## src/rtl/spi_burst_controller_pkg.sv

```systemverilog
// Shared opcodes, register areas, FSM state encoding and STATUS bit positions
// for the SPI burst controller.
package spi_burst_pkg;

    localparam logic [7:0] CMD_WRITE   = 8'h02;
    localparam logic [7:0] CMD_READ    = 8'h03;
    localparam logic [7:0] CMD_ENABLE  = 8'h81;
    localparam logic [7:0] CMD_STREAM  = 8'h82;
    localparam logic [7:0] CMD_DISABLE = 8'h83;

    localparam logic [1:0] AREA_CONTROL = 2'b00;
    localparam logic [1:0] AREA_CHAR    = 2'b01;
    localparam logic [1:0] AREA_MASK    = 2'b10;
    localparam logic [1:0] AREA_RESULT  = 2'b11;

    typedef enum logic [2:0] {
        ST_IDLE,
        ST_WR_ADDR,
        ST_WR_DATA,
        ST_RD_ADDR,
        ST_RD_DATA,
        ST_LEN,
        ST_DATA
    } state_t;

    localparam int STATUS_ENABLED_BIT = 0;
    localparam int STATUS_ACTIVE_BIT  = 1;
    localparam int STATUS_OVF_BIT     = 2;

endpackage

```

## src/rtl/spi_burst_controller_if.sv

```systemverilog
// AXI-Stream byte channel from the controller to the search core.
// SPI_BURST_TREADY_EN adds the tready back-pressure signal.
interface spi_burst_controller_if;
    logic       tvalid;
    logic [7:0] tdata;
    logic       tuser;
    logic       tlast;
`ifdef SPI_BURST_TREADY_EN
    logic       tready;

    modport master (output tvalid, tdata, tuser, tlast, input  tready);
    modport slave  (input  tvalid, tdata, tuser, tlast, output tready);
`else
    modport master (output tvalid, tdata, tuser, tlast);
    modport slave  (input  tvalid, tdata, tuser, tlast);
`endif
endinterface

```

## src/rtl/spi_burst_stream_framer.sv

```systemverilog
// Length-framed stream beat generator: burst counter, tvalid/tuser/tlast and
// the sticky overflow flag. SPI_BURST_TREADY_EN enables holding on !tready.
module spi_burst_stream_framer (
    input  logic       sclk,
    input  logic       rst_n,
    input  logic       cs,
    input  logic       start,
    input  logic [7:0] len,
    input  logic       beat_strobe,
    input  logic [7:0] beat_data,
    input  logic       ovf_clr,
    output logic       stream_active,
    output logic       last_beat,
    output logic       overflow,
    spi_burst_controller_if.master m_axis
);

    logic [8:0] count_q;
    logic       hold;

`ifdef SPI_BURST_TREADY_EN
    assign hold = m_axis.tvalid && !m_axis.tready;
`else
    assign hold = 1'b0;
`endif

    assign stream_active = (count_q != 9'd0);
    assign last_beat     = (count_q == 9'd1);

    // NOTE: every sequential signal uses <= so all registers update from the
    // same pre-edge values regardless of statement order.
    always_ff @(posedge sclk) begin
        if (!rst_n) begin
            count_q       <= '0;
            m_axis.tvalid <= 1'b0;
            m_axis.tdata  <= '0;
            m_axis.tuser  <= 1'b0;
            m_axis.tlast  <= 1'b0;
            overflow      <= 1'b0;
        end else begin
            if (ovf_clr) overflow <= 1'b0;
            if (!hold) m_axis.tvalid <= 1'b0;

            if (!cs) begin
                // Aborted burst: drop the counter and any pending beat, no tlast.
                count_q       <= '0;
                m_axis.tvalid <= 1'b0;
                m_axis.tlast  <= 1'b0;
            end else if (start) begin
                count_q <= (len == 8'd0) ? 9'd256 : {1'b0, len};
            end else if (beat_strobe) begin
                count_q <= count_q - 9'd1;
                if (hold) begin
                    overflow <= 1'b1;
                end else begin
                    m_axis.tvalid <= 1'b1;
                    m_axis.tdata  <= beat_data;
                    m_axis.tuser  <= (beat_data == 8'h00);
                    m_axis.tlast  <= (count_q == 9'd1);
                end
            end
        end
    end

endmodule

```

## src/rtl/spi_burst_controller.sv

```systemverilog
// Byte-per-clock SPI command decoder owning the lane configuration registers
// and feeding the search core stream. SPI_BURST_TREADY_EN adds stream tready.
module spi_burst_controller
    import spi_burst_pkg::*;
#(
    parameter int NUM_LANES = 8
) (
    input  logic                   sclk,
    input  logic                   rst_n,
    input  logic                   cs,
    input  logic [7:0]             mosi,
    output logic [7:0]             miso,
    output logic [7:0]             word_size,
    output logic [NUM_LANES-1:0]   result_mask,
    output logic [8*NUM_LANES-1:0] characters,
    output logic [8*NUM_LANES-1:0] masks,
    input  logic [8*NUM_LANES-1:0] result_ids,
    output logic                   aclk,
    output logic                   aresetn,
    spi_burst_controller_if.master m_axis
);

    localparam int LANE_W     = $clog2(NUM_LANES);
    localparam int MASK_BYTES = (NUM_LANES + 7) / 8;
    localparam logic [LANE_W-1:0] MASK_LAST  = LANE_W'(MASK_BYTES);
    localparam logic [LANE_W-1:0] STATUS_OFF = LANE_W'(MASK_BYTES + 1);

    state_t              state_q, state_d;
    logic [1:0]          area_q, area_d;
    logic [LANE_W-1:0]   offset_q, offset_d;
    logic [1:0]          rd_area;
    logic [LANE_W-1:0]   rd_off;
    logic [7:0]          rd_data, status;
    logic                reg_wr, rd_load, st_start, st_beat, en_set, en_clr;
    logic                stream_active, last_beat, overflow, ovf_clr;
    logic [MASK_BYTES*8-1:0] mask_pad, mask_wr;

    assign aclk     = sclk;
    assign mask_pad = (MASK_BYTES*8)'(result_mask);
    assign ovf_clr  = rd_load && (rd_area == AREA_CONTROL) && (rd_off == STATUS_OFF);

    // NOTE: every signal gets a default before the case so no path can
    // leave one unassigned and infer a latch.
    always_comb begin
        state_d  = state_q;
        area_d   = area_q;
        offset_d = offset_q;
        rd_area  = area_q;
        rd_off   = offset_q;
        reg_wr   = 1'b0;
        rd_load  = 1'b0;
        st_start = 1'b0;
        st_beat  = 1'b0;
        en_set   = 1'b0;
        en_clr   = 1'b0;
        if (!cs) begin
            state_d = ST_IDLE;
        end else begin
            case (state_q)
                ST_IDLE: begin
                    case (mosi)
                        CMD_WRITE:   state_d = ST_WR_ADDR;
                        CMD_READ:    state_d = ST_RD_ADDR;
                        CMD_STREAM:  state_d = ST_LEN;
                        CMD_ENABLE:  en_set  = 1'b1;
                        CMD_DISABLE: en_clr  = 1'b1;
                        default:     state_d = ST_IDLE;
                    endcase
                end
                ST_WR_ADDR: begin
                    area_d   = mosi[LANE_W+1:LANE_W];
                    offset_d = mosi[LANE_W-1:0];
                    state_d  = ST_WR_DATA;
                end
                ST_WR_DATA: begin
                    reg_wr   = 1'b1;
                    offset_d = offset_q + 1'b1;
                end
                ST_RD_ADDR: begin
                    rd_area  = mosi[LANE_W+1:LANE_W];
                    rd_off   = mosi[LANE_W-1:0];
                    rd_load  = 1'b1;
                    area_d   = rd_area;
                    offset_d = rd_off + 1'b1;
                    state_d  = ST_RD_DATA;
                end
                ST_RD_DATA: begin
                    rd_load  = 1'b1;
                    offset_d = offset_q + 1'b1;
                end
                ST_LEN: begin
                    st_start = 1'b1;
                    state_d  = ST_DATA;
                end
                ST_DATA: begin
                    st_beat = 1'b1;
                    if (last_beat) state_d = ST_IDLE;
                end
                default: state_d = ST_IDLE;
            endcase
        end
    end

    always_comb begin
        status                     = '0;
        status[STATUS_ENABLED_BIT] = aresetn;
        status[STATUS_ACTIVE_BIT]  = stream_active;
        status[STATUS_OVF_BIT]     = overflow;
        rd_data = '0;
        mask_wr = mask_pad;
        for (int b = 0; b < MASK_BYTES; b++) begin
            if (offset_q == LANE_W'(b + 1)) mask_wr[8*b +: 8] = mosi;
        end
        case (rd_area)
            AREA_CONTROL: begin
                if (rd_off == '0) rd_data = word_size;
                else if (rd_off == STATUS_OFF) rd_data = status;
                for (int b = 0; b < MASK_BYTES; b++) begin
                    if (rd_off == LANE_W'(b + 1)) rd_data = mask_pad[8*b +: 8];
                end
            end
            AREA_CHAR:   rd_data = characters[{rd_off, 3'b000} +: 8];
            AREA_MASK:   rd_data = masks[{rd_off, 3'b000} +: 8];
            AREA_RESULT: rd_data = result_ids[{rd_off, 3'b000} +: 8];
            default:     rd_data = '0;
        endcase
    end

    // NOTE: the lane registers are a handful of flops, not a RAM, so they are
    // all cleared by the synchronous reset.
    always_ff @(posedge sclk) begin
        if (!rst_n) begin
            state_q     <= ST_IDLE;
            area_q      <= '0;
            offset_q    <= '0;
            miso        <= '0;
            word_size   <= '0;
            result_mask <= '0;
            characters  <= '0;
            masks       <= '0;
            aresetn     <= 1'b0;
        end else begin
            state_q  <= state_d;
            area_q   <= area_d;
            offset_q <= offset_d;
            if (en_set)  aresetn <= 1'b1;
            if (en_clr)  aresetn <= 1'b0;
            if (rd_load) miso    <= rd_data;
            if (reg_wr) begin
                case (area_q)
                    AREA_CONTROL: begin
                        if (offset_q == '0) word_size <= mosi;
                        else if (offset_q <= MASK_LAST) result_mask <= mask_wr[NUM_LANES-1:0];
                    end
                    AREA_CHAR: characters[{offset_q, 3'b000} +: 8] <= mosi;
                    AREA_MASK: masks[{offset_q, 3'b000} +: 8]      <= mosi;
                    default:   ;
                endcase
            end
        end
    end

    spi_burst_stream_framer u_framer (
        .sclk          (sclk),
        .rst_n         (rst_n),
        .cs            (cs),
        .start         (st_start),
        .len           (mosi),
        .beat_strobe   (st_beat),
        .beat_data     (mosi),
        .ovf_clr       (ovf_clr),
        .stream_active (stream_active),
        .last_beat     (last_beat),
        .overflow      (overflow),
        .m_axis        (m_axis)
    );

endmodule

```

## src/flat_wrapper.sv

```systemverilog
// flat-port wrapper written by rule: the top's interface ports become plain ports
module spi_burst_controller_flat import spi_burst_pkg::*;
#(
    parameter int NUM_LANES = 8
)
  (sclk, rst_n, cs, mosi, miso, word_size, result_mask, characters, masks, result_ids, aclk, aresetn, m_axis_tvalid, m_axis_tdata, m_axis_tuser, m_axis_tlast);
  spi_burst_controller_if m_axis_i ();
  input  logic sclk;
  input  logic rst_n;
  input  logic cs;
  input  logic [7:0] mosi;
  output logic [7:0] miso;
  output logic [7:0] word_size;
  output logic [NUM_LANES-1:0] result_mask;
  output logic [8*NUM_LANES-1:0] characters;
  output logic [8*NUM_LANES-1:0] masks;
  input  logic [8*NUM_LANES-1:0] result_ids;
  output logic aclk;
  output logic aresetn;
  output wire logic [$bits(m_axis_i.tvalid)-1:0] m_axis_tvalid;
  output wire logic [$bits(m_axis_i.tdata)-1:0] m_axis_tdata;
  output wire logic [$bits(m_axis_i.tuser)-1:0] m_axis_tuser;
  output wire logic [$bits(m_axis_i.tlast)-1:0] m_axis_tlast;
  assign m_axis_tvalid = m_axis_i.tvalid;
  assign m_axis_tdata = m_axis_i.tdata;
  assign m_axis_tuser = m_axis_i.tuser;
  assign m_axis_tlast = m_axis_i.tlast;
  spi_burst_controller #(.NUM_LANES(NUM_LANES)) u_core (.sclk(sclk), .rst_n(rst_n), .cs(cs), .mosi(mosi), .miso(miso), .word_size(word_size), .result_mask(result_mask), .characters(characters), .masks(masks), .result_ids(result_ids), .aclk(aclk), .aresetn(aresetn), .m_axis(m_axis_i));
endmodule
```

## config.mk

```make
export PLATFORM = sky130hd
export DESIGN_NAME = spi_burst_controller_flat
export DESIGN_NICKNAME = d
export VERILOG_FILES = /design/src/rtl/spi_burst_controller_pkg.sv /design/src/rtl/spi_burst_controller_if.sv /design/src/rtl/spi_burst_stream_framer.sv /design/src/rtl/spi_burst_controller.sv /design/src/flat_wrapper.sv
export SDC_FILE = /design/constraint.sdc
export NUM_CORES = 1
export LEC_CHECK = 0
export BUFFER_PORTS_ARGS = -buffer_cell sky130_fd_sc_hd__buf_2
export CAP_MARGIN = 20
export CORE_AREA = 5 5 161 163
export DETAILED_ROUTE_END_ITERATION = 6
export DIE_AREA = 0 0 166 168
export PLACE_DENSITY = 0.63
export RECOVER_POWER = 50
export SLEW_MARGIN = 5
export SYNTH_ARGS = -nofsm -noshare
export SYNTH_HDL_FRONTEND = slang
export SYNTH_SLANG_ARGS = --single-unit
```

## constraint.sdc

```tcl
create_clock -name sclk -period 3.64 [get_ports sclk]
set_clock_uncertainty 0.2 [all_clocks]
set_input_delay 0.364 -clock sclk [delete_from_list [all_inputs] [get_ports sclk]]
set_output_delay 0.364 -clock sclk [all_outputs]
set_load 0.005 [all_outputs]
```

==> results_dict.tcl, run 1 <==
set metrics [dict create \
    ir_drop_v 0.0002457 \
    final_cell_mix "181 x dfxtp_1, 175 x nand2_1, 155 x nor2_1, 142 x mux2i_1, 121 x buf_2" \
    final_hold_viol_count 0 \
    start_util_pct 39.47 \
    grt_start_max_net_pins 64 \
    drc 0 \
    synth_ff_type "dfxtp_1" \
    ios 240 \
    synth-seq-area-share_pct 37.97 \
    synth_cell_types 66 \
    cts.repair.resized 0 \
    vias_per_cell 5.815 \
    gp_congestion 0.9669 \
    die_h_um 168 \
    clock_latency_ps 550 \
    grt_pass1_wl_um 58130 \
    antenna_found_initial 1 \
    synth.ff_latch_count 181 \
    antenna_cells 0 \
    slowest_stage "dfxtp_1" \
    wl_per_cell_um 22.51 \
    leakagePower_nw 4.712 \
    timing.slew.headroom_pct 40.14 \
    syn_area_um2 9543 \
    syn-num-nets 1269 \
    crit_family "multiplexers" \
    antenna_left 0 \
    critical_path_buf_inv_count 0 \
    rsz0062_at_grt "false" \
    hold_buffers 1 \
    fp.coreArea_um2 24180 \
    grt_usage_pct 26.76 \
    std_cell_rows 57 \
    vias 10030 \
    synthCells 1187 \
    first_global_vias 9418 \
    fin_nets 1470 \
    layout_commonest_cell "dfxtp_1" \
    hold_class "in2reg" \
    ys_async_sr_fraction_pct 0 \
    area_growth_pct 21.65 \
    dp_hpwl_um 27860 \
    yosysWarnings 0 \
    worstPathCellList "mux2_4, mux2i_1, o21ai_1, a211oi_2, o41ai_1, a32o_1" \
    cts_setup_buffers 0 \
    fillers 2484 \
    io_buffers 239 \
    cp-start-kind "flip-flop" \
    outcome "finished clean" \
    drtPass1Iterations 7 \
    synth_top_area_share_pct 37.97 \
    seq_area_um2 3623 \
    setup_violations 0 \
    synth_area_leaders "dfxtp_1 38%, mux2i_1 15%, nand2_1 6.9%" \
    drt-initial-drc-count 1314 \
    clk_pin_slew_ps 70 \
    worstMarginPinSlew_ps 879.1 \
    critPathKind "reg2reg" \
    synth-edff-count 0 \
    slew_violations 0 \
    fin_util_pct 48.02 \
    tritoncts "yes" \
    cp_data_required_time_ps 3880 \
    max_freq_ghz 0.3179 \
    grt_remaining_overflow 0 \
    wirelength_um 38820 \
    multi_input_area_um2 5451 \
    tns_ps 0 \
    cp.arrival_ps 3380 \
    die_x_um 166 \
    max_stage_delay_ps 770 \
    fin_crit_ps 3146 \
    syn_area_per_cell_um2 8.040 \
    power.density_nw_per_um2 373.1 \
    post_route_cells_drive_above_1_share_pct 16.20 \
    timing.final.crit_share_pct 86.43 \
    crit_path_end_kind "flip-flop" \
    die_area_um2 27890 \
    drv_cap 0 \
    path_max_fanout 46 \
    synth_top_cell_by_area "dfxtp_1" \
]
-- cells in the mapped netlist (8+ instances only) --
| master | count |
|---|---|
| a31oi_1 | 15 |
| nor3_1 | 20 |
| buf_2 | 21 |
| dfxtp_1 | 181 |
| nand2b_1 | 11 |
| a21oi_1 | 110 |
| nand4_1 | 9 |
| nand3_1 | 33 |
| o21ai_0 | 49 |
| or2_2 | 11 |
| nand2_1 | 175 |
| nor2_1 | 155 |
| inv_1 | 8 |
| nor2b_1 | 16 |
| buf_1 | 8 |
| o21ai_1 | 14 |
| mux2i_1 | 143 |
| clkbuf_1 | 64 |
-- registers in the layout, indices dropped and copies added, names as in the netlist --
name,count
u_core.miso,8
u_core.masks,64
u_core.offset_q,3
u_core.word_size,8
u_core.u_framer.m_axis.tvalid,1
u_core.result_mask,8
u_core.aresetn,1
u_core.area_q,2
u_core.state_q,3
u_core.u_framer.count_q,9
u_core.characters,64
u_core.u_framer.m_axis.tlast,1
u_core.u_framer.m_axis.tuser,1
u_core.u_framer.m_axis.tdata,8
-- tightest hold or removal path: cells and delay by family --
kind | cells | cell delay [ps]
simple gates | 1 | 90
buf+inv | 1 | 210
compound gates | 1 | 70
-- power by group --
group	internal, mW	leakage (nW)	switching, mW
clock network	1.30	0.348	0.869
logic	0.0545	2.91	0.130
registers	1.98	1.46	0.000388
-- through the flow --
| step | std cells | power [mW] | cell area [um^2] | worst slack, ps | hold slack (ps) |
|---|---|---|---|---|---|
| floorplan | 1187 | 2.119 | 9543 | 717.2 | 243.9 |
| global placement | 1689 | 2.217 | 11040 | 572.8 | 244.5 |
| detailed placement | 1689 | 2.215 | 11040 | 496.6 | 246.9 |
| CTS | 1725 | 4.363 | 11760 | 580.8 | 20.68 |
| global route | 1725 | 4.460 | 11610 | 428.1 | 45.94 |
| finish | 1725 | 4.331 | 11610 | 493.9 | 46.63 |
-- cells by family (layout without fill, tap and decap cells) --
kind of cell | after synthesis | in the layout | synth area share (%)
AO/OA/AOI/OAI | 262 | 262 | 16.45
XOR/XNOR | 2 | 2 | 0.1836
flip-flops | 181 | 181 | 37.97
AND/OR/NAND/NOR | 470 | 470 | 22.05
adder cells (fa/ha/maj) | 7 | 7 | 0.9178
buffers and inverters | 109 | 323 | 5.035
multiplexers | 156 | 156 | 17.39
-- worst paths after layout --
path                                           to  cells after the start                         start  slack (ps)
setup / recovery                   u_core.miso[7]                      6              u_core.area_q[0]         490
setup reg to reg                   u_core.miso[7]                      6              u_core.area_q[0]         490
hold / removal    u_core.u_framer.m_axis.tdata[0]                      3                       mosi[0]          50
hold reg to reg      u_core.u_framer.m_axis.tlast                      2  u_core.u_framer.m_axis.tlast         260
-- routing by layer --
layer	wire (um)	GRT usage, %	vias to the layer above	part of all wire [%]
met4	1415	11.26	0	3.6
met2	16800	40.45	642	43
met5	0	0	-	0
met3	4328	6.729	85	11
met1	16280	36.47	4737	42
li1	-	-	4567	-
-- cell type report --
cell class | count | area share (%)
clock buffers | 25 | 4.742
inverters | 9 | 0.3126
flip-flops and latches | 181 | 31.21
multi-input cells | 897 | 46.96
clock inverters | 11 | 1.390
repair buffers | 278 | 11.89
well taps | 324 | 3.492
Note: power is estimated with default switching activity, not from simulation.
==> run 2, diff against run 1 <==
- RECOVER_POWER: 50 -> unset
- REMOVE_ABC_BUFFERS: unset -> 1
==> run 2 against run 1 <==
Net effect: die area stayed put; largest cell class unchanged; highest routed layer unchanged; clock power hardly changed; sequential cell count stayed put; combinational power hardly changed; largest power group unchanged; setup slack better by 91 ps; register-to-register slack better by 90 ps; sequential share of layout area is 0.39 points lower; total power is 0.22% lower; hold slack better by 36 ps; wire length is 1.3% lower; utilization is 0.61 points higher.
==> results_dict.tcl, run 2 (synthesized netlist as in run 1, its figures left out) <==
set metrics [dict create \
    cp.arrival_ps 3300 \
    drt-initial-drc-count 980 \
    first_global_vias 9443 \
    rsz0062_at_grt "false" \
    min_path_cells 3 \
    grt_start_max_net_pins 92 \
    die_h_um 168 \
    cts.repair.resized 0 \
    cts_setup_buffers 0 \
    reg.largest.list "u_core.characters (64), u_core.masks (64), u_core.u_framer.count_q (9)" \
    io_buffers 239 \
    start_util_pct 39.47 \
    wl_per_cell_um 22.16 \
    tns_ps 0 \
    setup_violations 0 \
    ff2ff_setup_slack_ps 580 \
    clk_pin_slew_ps 70 \
    dr_wl_met3_um 3384 \
    fin_crit_ps 3056 \
    worstPathCellList "buf_4, and4b_1, mux2_4, mux2i_1, o21ai_1, a211oi_2, o41ai_1, a32o_1" \
    post_route_cells_drive_above_1_share_pct 24.98 \
    fin_nets 1474 \
    leakagePower_nw 5.245 \
    worstMarginPinSlew_ps 786.6 \
    r2r_cells 8 \
    grt_remaining_overflow 0 \
    ir_drop_v 0.0002957 \
    clock_latency_ps 560 \
    timing.slew.headroom_pct 47.40 \
    fin_util_pct 48.63 \
    timing.final.crit_share_pct 83.94 \
    drc 0 \
    dp_hpwl_um 27390 \
    ios 240 \
    fp.coreArea_um2 24180 \
    r2r-end "u_core.miso[7]" \
    final_cell_mix "239 x buf_2, 181 x dfxtp_1, 175 x nand2_1, 155 x nor2_1, 142 x mux2i_1" \
    slew_violations 0 \
    path_max_fanout 43 \
    fillers 2383 \
    power_mw 4.322 \
    drtPass1Iterations 5 \
    cp-start-kind "flip-flop" \
    dr.max_layer_used "met4" \
    drt-met1-wl_um 16400 \
    antenna_left 0 \
    die_area_um2 27890 \
    power.density_nw_per_um2 367.6 \
    tritoncts "yes" \
    die_x_um 166 \
    antenna_found_initial 0 \
    min_from "mosi[1]" \
    layout_commonest_cell "buf_2" \
    wl_met2_um 17460 \
    slowest_stage "mux2_4" \
    grt_usage_pct 26.15 \
    crit_family "compound AO/OA/AOI/OAI gates" \
    gp_congestion 0.9716 \
    area_growth_pct 23.19 \
    drv_cap 0 \
    antenna_cells 0 \
    hold_class "in2reg" \
    hold_end "u_core.characters[57]" \
    hold_buffers 0 \
    critical_path_buf_inv_count 1 \
    critPathKind "reg2reg" \
    cp_data_required_time_ps 3890 \
    outcome "finished clean" \
    max_stage_delay_ps 560 \
    max_freq_ghz 0.3273 \
    fin_hold_ws_ps 82.41 \
    crit_path_end_kind "flip-flop" \
    vias_per_cell 5.706 \
    wirelength_um 38320 \
    r2r_start "u_core.state_q[0]" \
    grt_pass1_wl_um 57530 \
    vias 9865 \
    std_cell_rows 57 \
    final_hold_viol_count 0 \
]
run 2: cell types whose count changed in the layout (fill, tap and decap cells not counted):
cell           before  now
inv_6               3    2
clkinv_4            3    4
dlygate4sd3_1       1    0
buf_1               1    0
clkbuf_1          119    1
buf_4              35   43
clkinvlp_4          1    2
clkbuf_8            3    2
buf_2             121  239
buf_12              3    1
run 2: power breakdown:
| part | internal, mW | switching [mW] |
|---|---|---|
| Sequential | 1.98 | 0.000339 |
| Combinational | 0.0542 | 0.126 |
| Clock | 1.28 | 0.883 |
| Total | 3.31 | 1.01 |
run 2: area by class of cell:
class                   instances  area, um^2  area share [%]
multi-input cells             897        5451           46.37
flip-flops and latches        181        3623           30.82
inverters                       9       36.28          0.3086
clock inverters                12       168.9           1.437
clock buffers                  24       536.8           4.566
repair buffers                282        1534           13.05
well taps                     324       405.4           3.448
run 2: per-layer routing:
layer | vias to the layer above | GRT usage, %
met2 | 525 | 41.25
met1 | 4675 | 35.25
met3 | 80 | 6.026
li1 | 4585 | -
met5 | - | 0
met4 | 0 | 9.397
run 2: through the flow:
stage	setup slack, ps	cells	cell area [um^2]
final	584.4	1729	11760
after detailed placement	457.9	1694	11060
after floorplan	-645.2	1087	9096
after global placement	510.7	1694	11060
after global routing	490.0	1729	11760
after CTS	648.9	1729	11760
run 2: how the worst max path moves through the flow:
| stage | startpoint | endpoint | cells past startpoint |
|---|---|---|---|
| floorplan | u_core.state_q[0] | u_core.miso[4] | 6 |
| global placement | cs | u_core.miso[0] | 10 |
| detailed placement | cs | u_core.miso[0] | 10 |
| CTS | u_core.state_q[0] | u_core.miso[7] | 8 |
| global route | u_core.offset_q[2] | u_core.characters[36] | 7 |
| finish | u_core.state_q[0] | u_core.miso[7] | 8 |
run 2: worst reg2reg max path: cells and delay by family, from the launching register on:
| kind | cells | cell delay [ps] |
|---|---|---|
| AOI/OAI and AO/OA | 4 | 970 |
| buffers and inverters | 1 | 230 |
| DFF | 1 | 350 |
| muxes | 2 | 920 |
| and+or+nand+nor | 1 | 290 |
==> run 3, diff against run 2 <==
- ABC_AREA: unset -> 1
- CORE_AREA: 5 5 161 163 -> 5 5 157 159
- DIE_AREA: 0 0 166 168 -> 0 0 162 164
- PLACE_DENSITY: 0.63 -> 0.66
- clock period: 3.64 -> 2.8 ns (I/O delays scaled with it)
==> run 3 against run 2 <==
Net effect: critical path depth rose by 3; clock power rose by 21%; cell count rose by 6.9%; utilization rose by 0.32 points; critical path type unchanged; area after synthesis fell by 4.7%; global-route usage rose by 0.34 points; die area fell by 4.7%; fmax rose by 18%; count of clock-buffer cells in the layout rose by 2; synthesized cell count rose by 11%; total power rose by 25%; sequential cell count did not move.
==> results_dict.tcl, run 3 <==
set metrics [dict create \
    critPathKind "reg2reg" \
    synth-seq-area-share_pct 39.85 \
    first_global_vias 9435 \
    io_buffers 239 \
    ir_drop_v 0.0003571 \
    syn_area_um2 9094 \
    synth.ff_latch_count 181 \
    fin_crit_ps 2583 \
    synth-edff-count 0 \
    synth_top_area_share_pct 39.85 \
    tns_ps 0 \
    antenna_found_initial 0 \
    drt-initial-drc-count 1175 \
    ys_top_cells_by_count "218 x nand2_1, 181 x a21oi_1, 181 x dfxtp_1, 165 x nand3_1, 156 x o21ai_0" \
    cp.arrival_ps 2870 \
    fillers 2347 \
    antenna_cells 0 \
    fp.coreArea_um2 23120 \
    tritoncts "yes" \
    max_freq_ghz 0.3871 \
    gp_congestion 0.9511 \
    grt_start_max_net_pins 58 \
    dp_hpwl_um 26610 \
    max_stage_delay_ps 400 \
    grt_usage_pct 26.49 \
    power.density_nw_per_um2 479.0 \
    die_x_um 162 \
    grt_pass1_wl_um 54340 \
    worstMarginPinSlew_ps 630.3 \
    cts.repair.resized 0 \
    timing.final.crit_share_pct 92.25 \
    synth_area_leaders "dfxtp_1 40%, a21oi_1 10%, nand3_1 9.1%" \
    final_cell_mix "239 x buf_2, 217 x nand2_1, 181 x a21oi_1, 181 x dfxtp_1, 165 x nand3_1" \
    wirelength_um 36740 \
    reg.largest.list "u_core.characters (64), u_core.masks (64), u_core.u_framer.count_q (9)" \
    std_cell_rows 56 \
    fin_nets 1628 \
    drv_cap 0 \
    area_growth_pct 24.45 \
    yosys.cell_count.top_type "nand2_1" \
    die_h_um 164 \
    hold_class "in2reg" \
    post_route_cells_drive_above_1_share_pct 22.71 \
    drc 0 \
    synth_top_cell_by_area "dfxtp_1" \
    cts_setup_buffers 0 \
    synthCells 1321 \
    die_area_um2 26570 \
    path_max_fanout 16 \
    synth_cell_types 38 \
    ios 240 \
    rsz0062_at_grt "false" \
    outcome "finished clean" \
    crit_path_end_kind "flip-flop" \
    vias 10370 \
    clock_latency_ps 550 \
    antenna_left 0 \
    cp_data_required_time_ps 3090 \
    synth_ff_type "dfxtp_1" \
    ys_async_sr_fraction_pct 0 \
    syn_area_per_cell_um2 6.884 \
    slew_violations 0 \
    cp-start-kind "flip-flop" \
    drtPass1Iterations 5 \
    clk_pin_slew_ps 70 \
    leakagePower_nw 5.197 \
    wl_per_cell_um 19.87 \
    setup_violations 0 \
    final_hold_viol_count 0 \
    worstPathCellList "inv_2, nand4_4, o21ai_2, inv_2, nor2_4, nand2_1, clkinv_2, a21oi_1, a21oi_1, nor2_1, a21oi_2" \
    timing.slew.headroom_pct 57.66 \
    grt_remaining_overflow 0 \
    vias_per_cell 5.607 \
    yosysWarnings 0 \
    layout_commonest_cell "buf_2" \
    slowest_stage "dfxtp_1" \
    power_mw 5.421 \
    start_util_pct 39.33 \
]
[run 3: kinds of logic after synthesis]
| group | count (synthesis) | share of synthesized area (%) |
|---|---|---|
| xor+xnor | 4 | 0.3853 |
| flops | 181 | 39.85 |
| compound gates | 387 | 22.39 |
| simple gates | 546 | 26.79 |
| fa+ha+maj | 7 | 0.9631 |
| buf+inv | 196 | 9.631 |
[run 3: metal layers]
layer / GRT usage, % / part of all wire, % / wire [um]
met4: 9.496 / 3.1 / 1136
met5: 0 / 0 / 0
met3: 6.725 / 11 / 3977
met1: 36.41 / 42 / 15390
met2: 40.47 / 44 / 16240
[run 3: metrics by stage]
stage	setup WS (ps)	std cells	instance area (um^2)	hold slack [ps]	utilization [%]
2_1_floorplan	3.199	1235	8632	80.00	-
3_3_place_gp	326.5	1808	10610	162.9	45.89
3_5_place_dp	282.7	1808	10610	162.9	45.89
4_1_cts	256.1	1849	11320	9.995	48.94
5_1_grt	69.37	1849	11320	20.84	48.94
6_report	216.9	1849	11320	28.58	48.94
[run 3: timing repair]
item                                    CTS  global route
hold endpoints to repair                 26             0
endpoints found under the setup margin    0             0
hold buffers                              6             0
[run 3: worst max-delay path: cells and delay by family, from the launching register on]
family | cells | cell delay, ps
flip-flops | 1 | 400
AND/OR/NAND/NOR | 4 | 800
AO/OA/AOI/OAI | 4 | 680
buffers and inverters | 3 | 430
[run 3: final timing paths]
path | depth (start not counted) | slack [ps] | from | end
worst max-delay path | 11 | 220 | u_core.state_q[2] | u_core.miso[0]
worst max register to register | 11 | 220 | u_core.state_q[2] | u_core.miso[0]
worst min-delay path | 4 | 30 | mosi[4] | u_core.u_framer.count_q[4]
worst min register to register | 2 | 270 | u_core.masks[40] | u_core.masks[40]
[run 3: where the power goes]
group | switching (mW) | internal [mW] | total [mW] | leakage [nW]
Clock | 1.12 | 1.49 | 2.61 | 0.310
Combinational | 0.162 | 0.0744 | 0.236 | 3.43
Sequential | 0.000599 | 2.57 | 2.57 | 1.46
Total | 1.28 | 4.14 | 5.42 | 5.20
[run 3: layout make-up]
type                       count  area, um^2  share of cell area, %
sequential                   181        3623                  32.02
multi-input combinational    944        4597                  40.62
timing repair buffer         288        1669                  14.75
tap                          290       362.8                  3.206
clock buffer                  26       554.3                  4.898
clock inverter                10       96.34                 0.8513
inverter                     110       414.1                  3.659
